`config.mk`:
```
export PLATFORM = sky130hd
export DESIGN_NAME = wb_arbiter_n
export DESIGN_NICKNAME = d
export VERILOG_FILES = /design/src/rtl/wb_arbiter_n.sv
export SDC_FILE = /design/constraint.sdc
export NUM_CORES = 1
export LEC_CHECK = 0
export ABC_AREA = 0
export CAP_MARGIN = 40
export CORE_ASPECT_RATIO = 0.75
export CORE_MARGIN = 3
export CORE_UTILIZATION = 26
export DETAILED_ROUTE_END_ITERATION = 10
export PLACE_DENSITY = 0.82
export SETUP_SLACK_MARGIN = 0.3
export SLEW_MARGIN = 20
export SYNTH_ARGS = -nofsm -noshare
export SYNTH_HDL_FRONTEND = slang
export SYNTH_SLANG_ARGS = --single-unit
export TNS_END_PERCENT = 1
```
`constraint.sdc`:
```
create_clock -name i_clk -period 3 [get_ports i_clk]
set_input_delay 0.45 -clock i_clk [delete_from_list [all_inputs] [get_ports i_clk]]
set_output_delay 0.45 -clock i_clk [all_outputs]
set_load 0.02 [all_outputs]
```
`src/rtl/wb_arbiter_n.sv`:
```
// Purpose : N-master Wishbone arbiter, round-robin grant with whole-cycle ownership (optional watchdog: WB_ARB_TIMEOUT_EN).
// Latency : grant registers 1 cycle after a request in IDLE; slave-side data/ack/err paths are combinational.
// Backpress: the owner keeps the bus until it drops cyc; other masters wait with no timeout or preemption.
module wb_arbiter_n #(
    parameter int N_MASTERS = 3,
    parameter int ADDR_W    = 24,
    parameter int DATA_W    = 16,
    parameter int SEL_W     = 2,
    parameter int TIMEOUT   = 255
) (
    input  logic                        i_clk,
    input  logic                        i_rst_n,
    // master side
    input  logic [N_MASTERS-1:0]        m_wb_cyc,
    input  logic [N_MASTERS-1:0]        m_wb_stb,
    input  logic [N_MASTERS-1:0]        m_wb_we,
    input  logic [N_MASTERS*ADDR_W-1:0] m_wb_adr,
    input  logic [N_MASTERS*DATA_W-1:0] m_wb_o_dat,
    input  logic [N_MASTERS*SEL_W-1:0]  m_wb_sel,
    input  logic [N_MASTERS-1:0]        m_wb_4_burst,
    input  logic [N_MASTERS-1:0]        m_wb_8_burst,
    output logic [DATA_W-1:0]           m_wb_i_dat,
    output logic [N_MASTERS-1:0]        m_wb_ack,
    output logic [N_MASTERS-1:0]        m_wb_err,
    // slave side
    output logic                        s_wb_cyc,
    output logic                        s_wb_stb,
    output logic                        s_wb_we,
    output logic [ADDR_W-1:0]           s_wb_adr,
    output logic [DATA_W-1:0]           s_wb_o_dat,
    output logic [SEL_W-1:0]            s_wb_sel,
    output logic                        s_wb_4_burst,
    output logic                        s_wb_8_burst,
    input  logic [DATA_W-1:0]           s_wb_i_dat,
    input  logic                        s_wb_ack,
    input  logic                        s_wb_err,
    // status
    output logic [N_MASTERS-1:0]        o_grant,
    output logic                        o_busy
);

    localparam int IDX_W = (N_MASTERS > 1) ? $clog2(N_MASTERS) : 1;

    localparam logic [0:0] IDLE  = 1'b0;
    localparam logic [0:0] OWNED = 1'b1;

    logic [0:0]       state;
    logic [IDX_W-1:0] g_idx;     // index of current owner, valid in OWNED
    logic [IDX_W-1:0] last_idx;  // previous owner, round-robin search starts after it
    logic [IDX_W-1:0] win_idx;
    logic             win_vld;
    logic             busy;
    logic             abort;     // watchdog has cut the slave off from the owner
    logic             to_hit;    // watchdog limit reached this cycle

    assign busy   = (state == OWNED);
    assign o_busy = busy;

    // Round-robin search: first requester upward from last_idx+1, wrapping.
    always_comb begin
        int k;
        k       = 0;
        win_vld = 1'b0;
        win_idx = '0;
        for (int i = 1; i <= N_MASTERS; i++) begin
            k = (int'(last_idx) + i) % N_MASTERS;
            if (!win_vld && m_wb_cyc[k]) begin
                win_vld = 1'b1;
                win_idx = IDX_W'(k);
            end
        end
    end

    // Ownership FSM: grab in IDLE, hold while the owner's cyc stays high.
    always_ff @(posedge i_clk or negedge i_rst_n) begin
        if (!i_rst_n) begin
            state    <= IDLE;
            o_grant  <= '0;
            g_idx    <= '0;
            last_idx <= IDX_W'(N_MASTERS - 1);
        end else begin
            case (state)
                IDLE: begin
                    if (win_vld) begin
                        state   <= OWNED;
                        g_idx   <= win_idx;
                        o_grant <= {{(N_MASTERS-1){1'b0}}, 1'b1} << win_idx;
                    end
                end
                OWNED: begin
                    if (!m_wb_cyc[g_idx]) begin
                        state    <= IDLE;
                        last_idx <= g_idx;
                        o_grant  <= '0;
                    end
                end
                default: begin
                    state   <= IDLE;
                    o_grant <= '0;
                end
            endcase
        end
    end

`ifdef WB_ARB_TIMEOUT_EN
    localparam int CNT_W = $clog2(TIMEOUT + 1);

    logic [CNT_W-1:0] to_cnt;
    logic             stb_raw;

    // Owner's strobe before any abort masking; stalls are counted against it.
    assign stb_raw = busy & m_wb_stb[g_idx] & m_wb_cyc[g_idx];
    assign to_hit  = busy & (to_cnt == CNT_W'(TIMEOUT));

    // Watchdog: count unanswered strobe cycles, abort the owner when the limit is hit.
    always_ff @(posedge i_clk or negedge i_rst_n) begin
        if (!i_rst_n) begin
            to_cnt <= '0;
            abort  <= 1'b0;
        end else if (!busy) begin
            to_cnt <= '0;
            abort  <= 1'b0;
        end else if (to_hit) begin
            to_cnt <= '0;
            abort  <= 1'b1;
        end else if (stb_raw && !abort && !s_wb_ack && !s_wb_err) begin
            to_cnt <= to_cnt + 1'b1;
        end else begin
            to_cnt <= '0;
        end
    end
`else
    // Without the watchdog a silent slave holds the bus forever.
    assign abort  = 1'b0;
    assign to_hit = 1'b0;
`endif

    // Slave-side mux: mirror the owner in OWNED, all zero in IDLE.
    always_comb begin
        s_wb_cyc     = 1'b0;
        s_wb_stb     = 1'b0;
        s_wb_we      = 1'b0;
        s_wb_adr     = '0;
        s_wb_o_dat   = '0;
        s_wb_sel     = '0;
        s_wb_4_burst = 1'b0;
        s_wb_8_burst = 1'b0;
        if (busy) begin
            s_wb_cyc     = m_wb_cyc[g_idx] & ~abort;
            s_wb_stb     = m_wb_stb[g_idx] & m_wb_cyc[g_idx] & ~abort;
            s_wb_we      = m_wb_we[g_idx];
            s_wb_adr     = m_wb_adr[g_idx*ADDR_W +: ADDR_W];
            s_wb_o_dat   = m_wb_o_dat[g_idx*DATA_W +: DATA_W];
            s_wb_sel     = m_wb_sel[g_idx*SEL_W +: SEL_W];
            s_wb_4_burst = m_wb_4_burst[g_idx];
            s_wb_8_burst = m_wb_8_burst[g_idx];
        end
    end

    // Return path: ack/err reach only the granted master; read data is broadcast.
    assign m_wb_ack   = o_grant & {N_MASTERS{s_wb_ack}};
    assign m_wb_err   = o_grant & {N_MASTERS{s_wb_err | to_hit}};
    assign m_wb_i_dat = s_wb_i_dat;

endmodule

```
==> results of run 1 <==
[how the worst min path moves through the flow]
stage	slack, ns	endpoint	from	cells after the start
2_1_floorplan	0.15	g_idx[0]	i_rst_n	0
6_report	0.50	o_busy	i_rst_n	1
3_3_place_gp	0.53	o_grant[0]	o_grant[0]	1
4_1_cts	0.51	o_busy	i_rst_n	1
3_5_place_dp	0.54	o_grant[0]	o_grant[0]	1
5_1_grt	0.54	o_busy	i_rst_n	1
[cells in the final DEF (no fill, tap or decap), types with 2 or more instances in the layout]
cell type	synthesis	final
o211ai_1	3	3
mux2i_1	48	48
clkdlybuf4s50_1	0	200
a31oi_1	2	2
ha_1	3	3
nand3_1	2	2
nor2_1	93	93
o21ai_0	4	4
buf_4	17	13
a21oi_1	47	47
nand2_1	9	9
clkbuf_8	0	3
dfrtp_1	7	5
nand2b_1	3	3
and2_1	7	7
inv_1	6	6
[flip-flops by register name, summed over array words and instances (netlist names)]
| register | flops |
|---|---|
| o_busy | 1 |
| g_idx | 2 |
| o_grant | 3 |
| last_idx | 2 |
[metal layers]
| layer | track usage | vias up |
|---|---|---|
| li1 | - | 1324 |
| met1 | 0.230 | 1186 |
| met2 | 0.353 | 141 |
| met3 | 0.0492 | 10 |
| met4 | 0.0414 | 0 |
| met5 | 0 | - |
[cells by family (layout without fill, tap and decap cells)]
logic type / count (synthesis) / after routing / share of synthesized area
adder cells (fa/ha/maj): 3 / 3 / 0.0204
buffers and inverters: 43 / 225 / 0.127
multiplexers: 50 / 50 / 0.276
AO/OA/AOI/OAI: 64 / 64 / 0.206
AND/OR/NAND/NOR: 118 / 118 / 0.261
flip-flops: 8 / 8 / 0.110
[area by class of cell]
cell class,count,share of cell area
clock buffers,4,0.0115
well taps,81,0.0259
repair buffers,215,0.543
flip-flops and latches,8,0.0528
inverters,6,0.00576
multi-input cells,235,0.361
[through the flow]
stage | util | std cells | cell area [um^2]
after floorplan | - | 286 | 1840
final | 0.595 | 549 | 3910
after global routing | 0.595 | 549 | 3910
after global placement | 0.582 | 541 | 3820
after CTS | 0.590 | 545 | 3870
after detailed placement | 0.582 | 541 | 3820
[worst max-delay path, cell delays in order, from the launching register on]
cell,delay [ns]
dfrtp_4,0.57
nor2b_4,0.17
buf_6,0.27
a21oi_1,0.11
nor2_1,0.11
clkdlybuf4s50_1,0.63
[synthesized netlist by cell type (4+ instances only)]
library cell  count  share of area
clkbuf_1          6          0.012
mux2i_1          48           0.26
and2_1            7          0.024
buf_2             6          0.016
buf_1             8          0.016
inv_1             6          0.012
o21ai_0           4          0.011
a21oi_1          47           0.13
nor2_1           93           0.19
nand2_1           9          0.018
dfrtp_1           7          0.095
buf_4            17          0.069
[power by group through the flow]
stage	registers (W)	clock network [W]	logic, W
2_1_floorplan	0.000230	0	0.00170
3_3_place_gp	0.000249	0	0.00282
3_5_place_dp	0.000255	0	0.00285
4_1_cts	0.000256	0.000140	0.00287
5_1_grt	0.000256	0.000146	0.00312
6_report	0.000243	0.000138	0.00289
[repair_timing]
item | 4_1_cts | 5_1_grt
hold endpoints to repair | 0 | 0
setup endpoints to repair | 30 | 40
setup buffers | 0 | 4
gates resized for setup | 1 | 2
==> qor.json, run 1 <==
{
  "crit_path_max_fanout": 34,
  "crit_path_capture": "s_wb_o_dat[8]",
  "crit_path_from": "g_idx[1]",
  "die_height_um": 78.8,
  "ff2ff_setup_slack_ns": 0.81,
  "synthesis.area_per_instance_um2": 6.42,
  "htree_levels": 1,
  "clkTransAtPathRegs_ns": 0.04,
  "post-route-worst-setup-slack_ns": 0.429,
  "crit_arrival_ns": 2.12,
  "maxClockFrequency_ghz": 0.389,
  "finalHoldWorstSlack_ns": 0.499,
  "rsz_0062_raised_after_global_routing": "true",
  "timing.setup.tns_ns": 0,
  "num_antenna_cells": 0,
  "first_global_vias": 2670,
  "cts_made_buffers": 3,
  "average_detailed_routed_wire_length_per_instance_um": 15.3,
  "sequential_to_total_area_share_from_yosys_stat": 0.110,
  "drt_pass1_iterations": 4,
  "max_cap_violations": 0,
  "cts.sink_count": 8,
  "nNetsFinal": 633,
  "number_of_fillers_in_the_final_layout": 615,
  "slew_headroom": 0.706,
  "fp-row-count": 25,
  "grt_start_max_net_pins": 35,
  "ctsLongestPathBuffers": 2,
  "grt_overflow_total": 0,
  "critical_path.reg2reg.endpoint": "o_grant[0]",
  "drt.antenna.violating_nets": 0,
  "final_hold_viol_count": 0,
  "gp_congestion": 0.847,
  "core_region_area_um2": 6570,
  "grt_antenna_before_repair": 0,
  "fin_skew_ns": 0.00443,
  "wl_um": 8420,
  "pwr_total_w": 0.00327,
  "postSynthCellCount": 286,
  "synthesis.area_um2": 1840,
  "route.detailed.drc": 0,
  "hold_bufs_inserted_after_cts": 0,
  "pwr_density_cell_nw_per_um2": 838,
  "ys_async_sr_fraction": 1.00,
  "final_max_slew_viol_count": 0,
  "met1_wl_um": 3360,
  "share_comb_of_total_power": 0.884,
  "effective_utilization_at_floorplan": 0.280,
  "worst_r2r_path_depth": 7,
  "buffer_ports.inserted": 201,
  "switching_power_of_the_nets_w": 0.00165,
  "synth-edff-count": 0,
  "multi_input_area_um2": 1410,
  "timing.critical_path.required_ns": 2.55,
  "yosysUniqueCellTypes": 32,
  "wl_met2_um": 4210,
  "routed.top_layer": "met4",
  "yosysWarningCount": 0,
  "final_cycle_utilization_of_the_critical_path": 0.857,
  "die_area_um2": 8120,
  "setup_viol": 0,
  "first_iter_violations": 81,
  "met3WireLength_um": 775,
  "power.leakage_nw": 1.57,
  "dp.final_hpwl_um": 6990,
  "outcome": "completed",
  "clockRootBuffer": "clkbuf_8",
  "ioPinCount": 234,
  "syn2layout_area_growth_pct": 113,
  "die_x_um": 103,
  "worst_setup_path_end_kind": "output pin",
  "power.share.clock": 0.042,
  "clk-insertion-delay-late_ns": 0.23,
  "vias_per_cell": 4.85,
  "ff_latch_area_um2": 206,
  "final_layout_size_suffix_gt1_frac": 0.0577,
  "vias": 2661,
  "preCtsSetupSlack_ns": 0.414,
  "all_layer_global_routing_usage": 0.195,
  "ys_dominant_reg_cell": "dfrtp_1",
  "p_sw_frac": 0.504,
  "ys_seq_elements": 8,
  "internal_power_w": 0.00162,
  "timing.hold.worst.class": "input pin to asynchronous set/reset pin",
  "synthesis.nets": 450,
  "power.sequential.fraction": 0.074,
  "worstMarginPinSlew_ns": 0.440,
  "start_kind": "register",
  "period_minus_slack_ns": 2.57,
  "global_route_wire_length_before_repair_um": 12800,
  "tritoncts": "done",
  "irDropWorstVdd_mv": 0.432,
  "path_class": "register to output pin",
  "crit-reg2reg-launch": "last_idx[1]"
}
(Power assumes the default switching activity.)
==> run 2, diff against run 1 <==
--- a/config.mk
+++ b/config.mk
@@ -9,11 +9,11 @@
 export CAP_MARGIN = 40
 export CORE_ASPECT_RATIO = 0.75
 export CORE_MARGIN = 3
-export CORE_UTILIZATION = 26
+export CORE_UTILIZATION = 24
 export DETAILED_ROUTE_END_ITERATION = 10
-export PLACE_DENSITY = 0.82
+export PLACE_DENSITY = 0.76
 export SETUP_SLACK_MARGIN = 0.3
-export SLEW_MARGIN = 20
+export SLEW_MARGIN = 40
 export SYNTH_ARGS = -nofsm -noshare
 export SYNTH_HDL_FRONTEND = slang
 export SYNTH_SLANG_ARGS = --single-unit
==> run 2 against run 1 <==
Against the previous run:
- total power fell by 0.24%
- count of clock-buffer cells in the layout did not move
- die area rose by 7.8%
- setup slack got worse by 0.076 ns
- cell area down 0.13%
- combinational power fell by 1%
- non-clock buffer count is 7 lower
- clock skew up 0.0035 ns
- final cell count grew 1.8%
- clock power shrank 3%
- largest cell class unchanged
- largest power group unchanged
- highest routed layer unchanged
==> qor.json, run 2 (synthesis results as in run 1) <==
{
  "crit_path_max_fanout": {"value": 6, "change": "was 34"},
  "crit-reg2reg-launch": {"value": "last_idx[1]", "change": "unchanged"},
  "outcome": {"value": "completed", "change": "unchanged"},
  "clockRootBuffer": {"value": "clkbuf_8", "change": "unchanged"},
  "all_layer_global_routing_usage": {"value": 0.169, "change": "was 0.195"},
  "clk-insertion-delay-late": {"value": 0.23, "unit": "ns", "change": "about the same"},
  "timing.setup.tns": {"value": 0, "unit": "ns", "change": "unchanged"},
  "drt_pass1_iterations": {"value": 4, "change": "unchanged"},
  "final_cycle_utilization_of_the_critical_path": {"value": 0.882, "change": "was 0.857"},
  "fin_skew": {"value": 0.00794, "unit": "ns", "change": "was 0.00443 ns"},
  "nNetsFinal": {"value": 626, "change": "was 633"},
  "drt.antenna.violating_nets": {"value": 0, "change": "unchanged"},
  "cts.sink_count": {"value": 8, "change": "unchanged"},
  "fp-row-count": {"value": 26, "change": "was 25"},
  "pwr_density_cell": {"value": 837, "unit": "nW/um^2", "change": "was 838 nW/um^2"},
  "final_max_slew_viol_count": {"value": 0, "change": "unchanged"},
  "htree_levels": {"value": 1, "change": "unchanged"},
  "largest_register_ff_count": {"value": 3, "change": "unchanged"},
  "gp_congestion": {"value": 0.815, "change": "was 0.847"},
  "ctsLongestPathBuffers": {"value": 2, "change": "unchanged"},
  "largest_register": {"value": "o_grant", "change": "unchanged"},
  "syn2layout_area_growth": {"value": 113, "unit": "%", "change": "about the same"},
  "reg_top3": {"value": "o_grant: 3 flops, g_idx: 2 flops, last_idx: 2 flops", "change": "unchanged"},
  "maxClockFrequency": {"value": 0.378, "unit": "GHz", "change": "was 0.389 GHz"},
  "grt_antenna_before_repair": {"value": 0, "change": "unchanged"},
  "ff2ff_setup_slack": {"value": 0.79, "unit": "ns", "change": "was 0.81 ns"},
  "start_kind": {"value": "input pin", "change": "was register"},
  "die_height": {"value": 81.8, "unit": "um", "change": "was 78.8 um"},
  "timing.hold.worst.class": {"value": "input pin to asynchronous set/reset pin", "change": "unchanged"},
  "die_area": {"value": 8750, "unit": "um^2", "change": "was 8120 um^2"},
  "clkTransAtPathRegs": {"value": 0.05, "unit": "ns", "change": "was 0.04 ns"},
  "vias_per_cell": {"value": 4.69, "change": "was 4.85"},
  "irDropWorstVdd": {"value": 0.368, "unit": "mV", "change": "was 0.432 mV"},
  "power.leakage": {"value": 1.52, "unit": "nW", "change": "was 1.57 nW"},
  "period_minus_slack": {"value": 2.65, "unit": "ns", "change": "was 2.57 ns"},
  "grt_start_max_net_pins": {"value": 39, "change": "was 35"},
  "vias": {"value": 2619, "change": "was 2661"},
  "ff_latch_area": {"value": 206, "unit": "um^2", "change": "unchanged"},
  "crit_arrival": {"value": 2.20, "unit": "ns", "change": "was 2.12 ns"},
  "grt_overflow_total": {"value": 0, "change": "unchanged"},
  "worst_setup_path_end_kind": {"value": "output pin", "change": "unchanged"},
  "tritoncts": {"value": "done", "change": "unchanged"},
  "commonest_non_fill_non_tap_cell_in_the_layout": {"value": "clkdlybuf4s50_1", "change": "unchanged"},
  "num_antenna_cells": {"value": 0, "change": "unchanged"},
  "global_route_wire_length_before_repair": {"value": 12200, "unit": "um", "change": "was 12800 um"},
  "rsz_0062_raised_after_global_routing": {"value": "true", "change": "unchanged"},
  "ioPinCount": {"value": 234, "change": "unchanged"},
  "timing.critical_path.required": {"value": 2.55, "unit": "ns", "change": "about the same"},
  "multi_input_area": {"value": 1410, "unit": "um^2", "change": "unchanged"},
  "dp.final_hpwl": {"value": 6690, "unit": "um", "change": "was 6990 um"},
  "finalHoldWorstSlack": {"value": 0.497, "unit": "ns", "change": "was 0.499 ns"},
  "core_region_area": {"value": 7120, "unit": "um^2", "change": "was 6570 um^2"},
  "slew_headroom": {"value": 0.682, "change": "was 0.706"},
  "die_x": {"value": 107, "unit": "um", "change": "was 103 um"},
  "worstMarginPinSlew": {"value": 0.477, "unit": "ns", "change": "was 0.440 ns"},
  "final_hold_viol_count": {"value": 0, "change": "unchanged"},
  "setup_viol": {"value": 0, "change": "unchanged"},
  "cts_made_buffers": {"value": 3, "change": "unchanged"},
  "buffer_ports.inserted": {"value": 201, "change": "unchanged"},
  "final_layout_size_suffix_gt1_frac": {"value": 0.0434, "change": "was 0.0577"},
  "crit_path_from": {"value": "m_wb_cyc[2]", "change": "was g_idx[1]"},
  "number_of_fillers_in_the_final_layout": {"value": 668, "change": "was 615"},
  "max_cap_violations": {"value": 0, "change": "unchanged"},
  "mostFrequentLayoutCells": {"value": "clkdlybuf4s50_1, nor2_1, mux2i_1", "change": "unchanged"},
  "critical_path.reg2reg.endpoint": {"value": "o_grant[0]", "change": "unchanged"},
  "crit_path_capture": {"value": "s_wb_stb", "change": "was s_wb_o_dat[8]"},
  "route.detailed.drc": {"value": 0, "change": "unchanged"},
  "first_iter_violations": {"value": 132, "change": "was 81"},
  "effective_utilization_at_floorplan": {"value": 0.258, "change": "was 0.280"},
  "worst_r2r_path_depth": {"value": 7, "change": "unchanged"},
  "wl": {"value": 8300, "unit": "um", "change": "was 8420 um"},
  "average_detailed_routed_wire_length_per_instance": {"value": 14.8, "unit": "um", "change": "was 15.3 um"},
  "path_class": {"value": "input pin to output pin", "change": "was register to output pin"},
  "first_global_vias": {"value": 2457, "change": "was 2670"}
}
## run 2: cell type report
type | instances | share of cell area
timing repair buffer | 208 | 0.537
multi-input combinational | 235 | 0.361
sequential | 8 | 0.0529
tap | 98 | 0.0314
clock buffer | 4 | 0.0115
inverter | 6 | 0.00577
## run 2: how the worst min path moves through the flow
stage,from,end,cells past startpoint
after floorplan,i_rst_n,g_idx[0],0
after global placement,last_idx[0],last_idx[0],2
after detailed placement,o_grant[2],o_grant[2],1
after CTS,i_rst_n,o_grant[1],1
after global routing,i_rst_n,o_busy,1
final,i_rst_n,o_grant[1],1
## run 2: timing repair
item	4_1_cts	5_1_grt
setup buffers	0	1
endpoints found under the setup margin	32	39
endpoints found under the hold margin	0	0
resized for setup	2	0
hold buffers	0	0
## run 2: worst max-delay path, stage by stage
cell             delay (ns)
clkdlybuf4s50_1        0.60
mux2i_1                0.14
o21ai_0                0.16
nand2_1                0.11
nor2_1                 0.12
clkdlybuf4s50_1        0.61
## run 2: report_power, final
| group | internal [W] | switching (W) |
|---|---|---|
| Clock | 0.0000920 | 0.0000417 |
| Sequential | 0.000166 | 0.000114 |
| Combinational | 0.00135 | 0.00150 |
| Total | 0.00161 | 0.00166 |
## run 2: metrics by stage
step                cells  power, W  utilization  setup slack (ns)  cell area [um^2]
finish                559   0.00327        0.548             0.354              3900
global route          559   0.00352        0.548             0.276              3900
CTS                   558   0.00328        0.546             0.296              3890
detailed placement    554   0.00313        0.539             0.363              3840
global placement      554   0.00308        0.539             0.382              3840
floorplan             286   0.00193            -             0.923              1840
## run 2: per-layer routing
layer	share of wire	global-route usage	vias to the layer above	routed length, um
li1	-	-	1308	-
met1	0.39	0.201	1153	3270
met2	0.48	0.300	154	4020
met3	0.12	0.0597	4	970
met4	0.0048	0.0294	0	40
met5	0	0	-	0
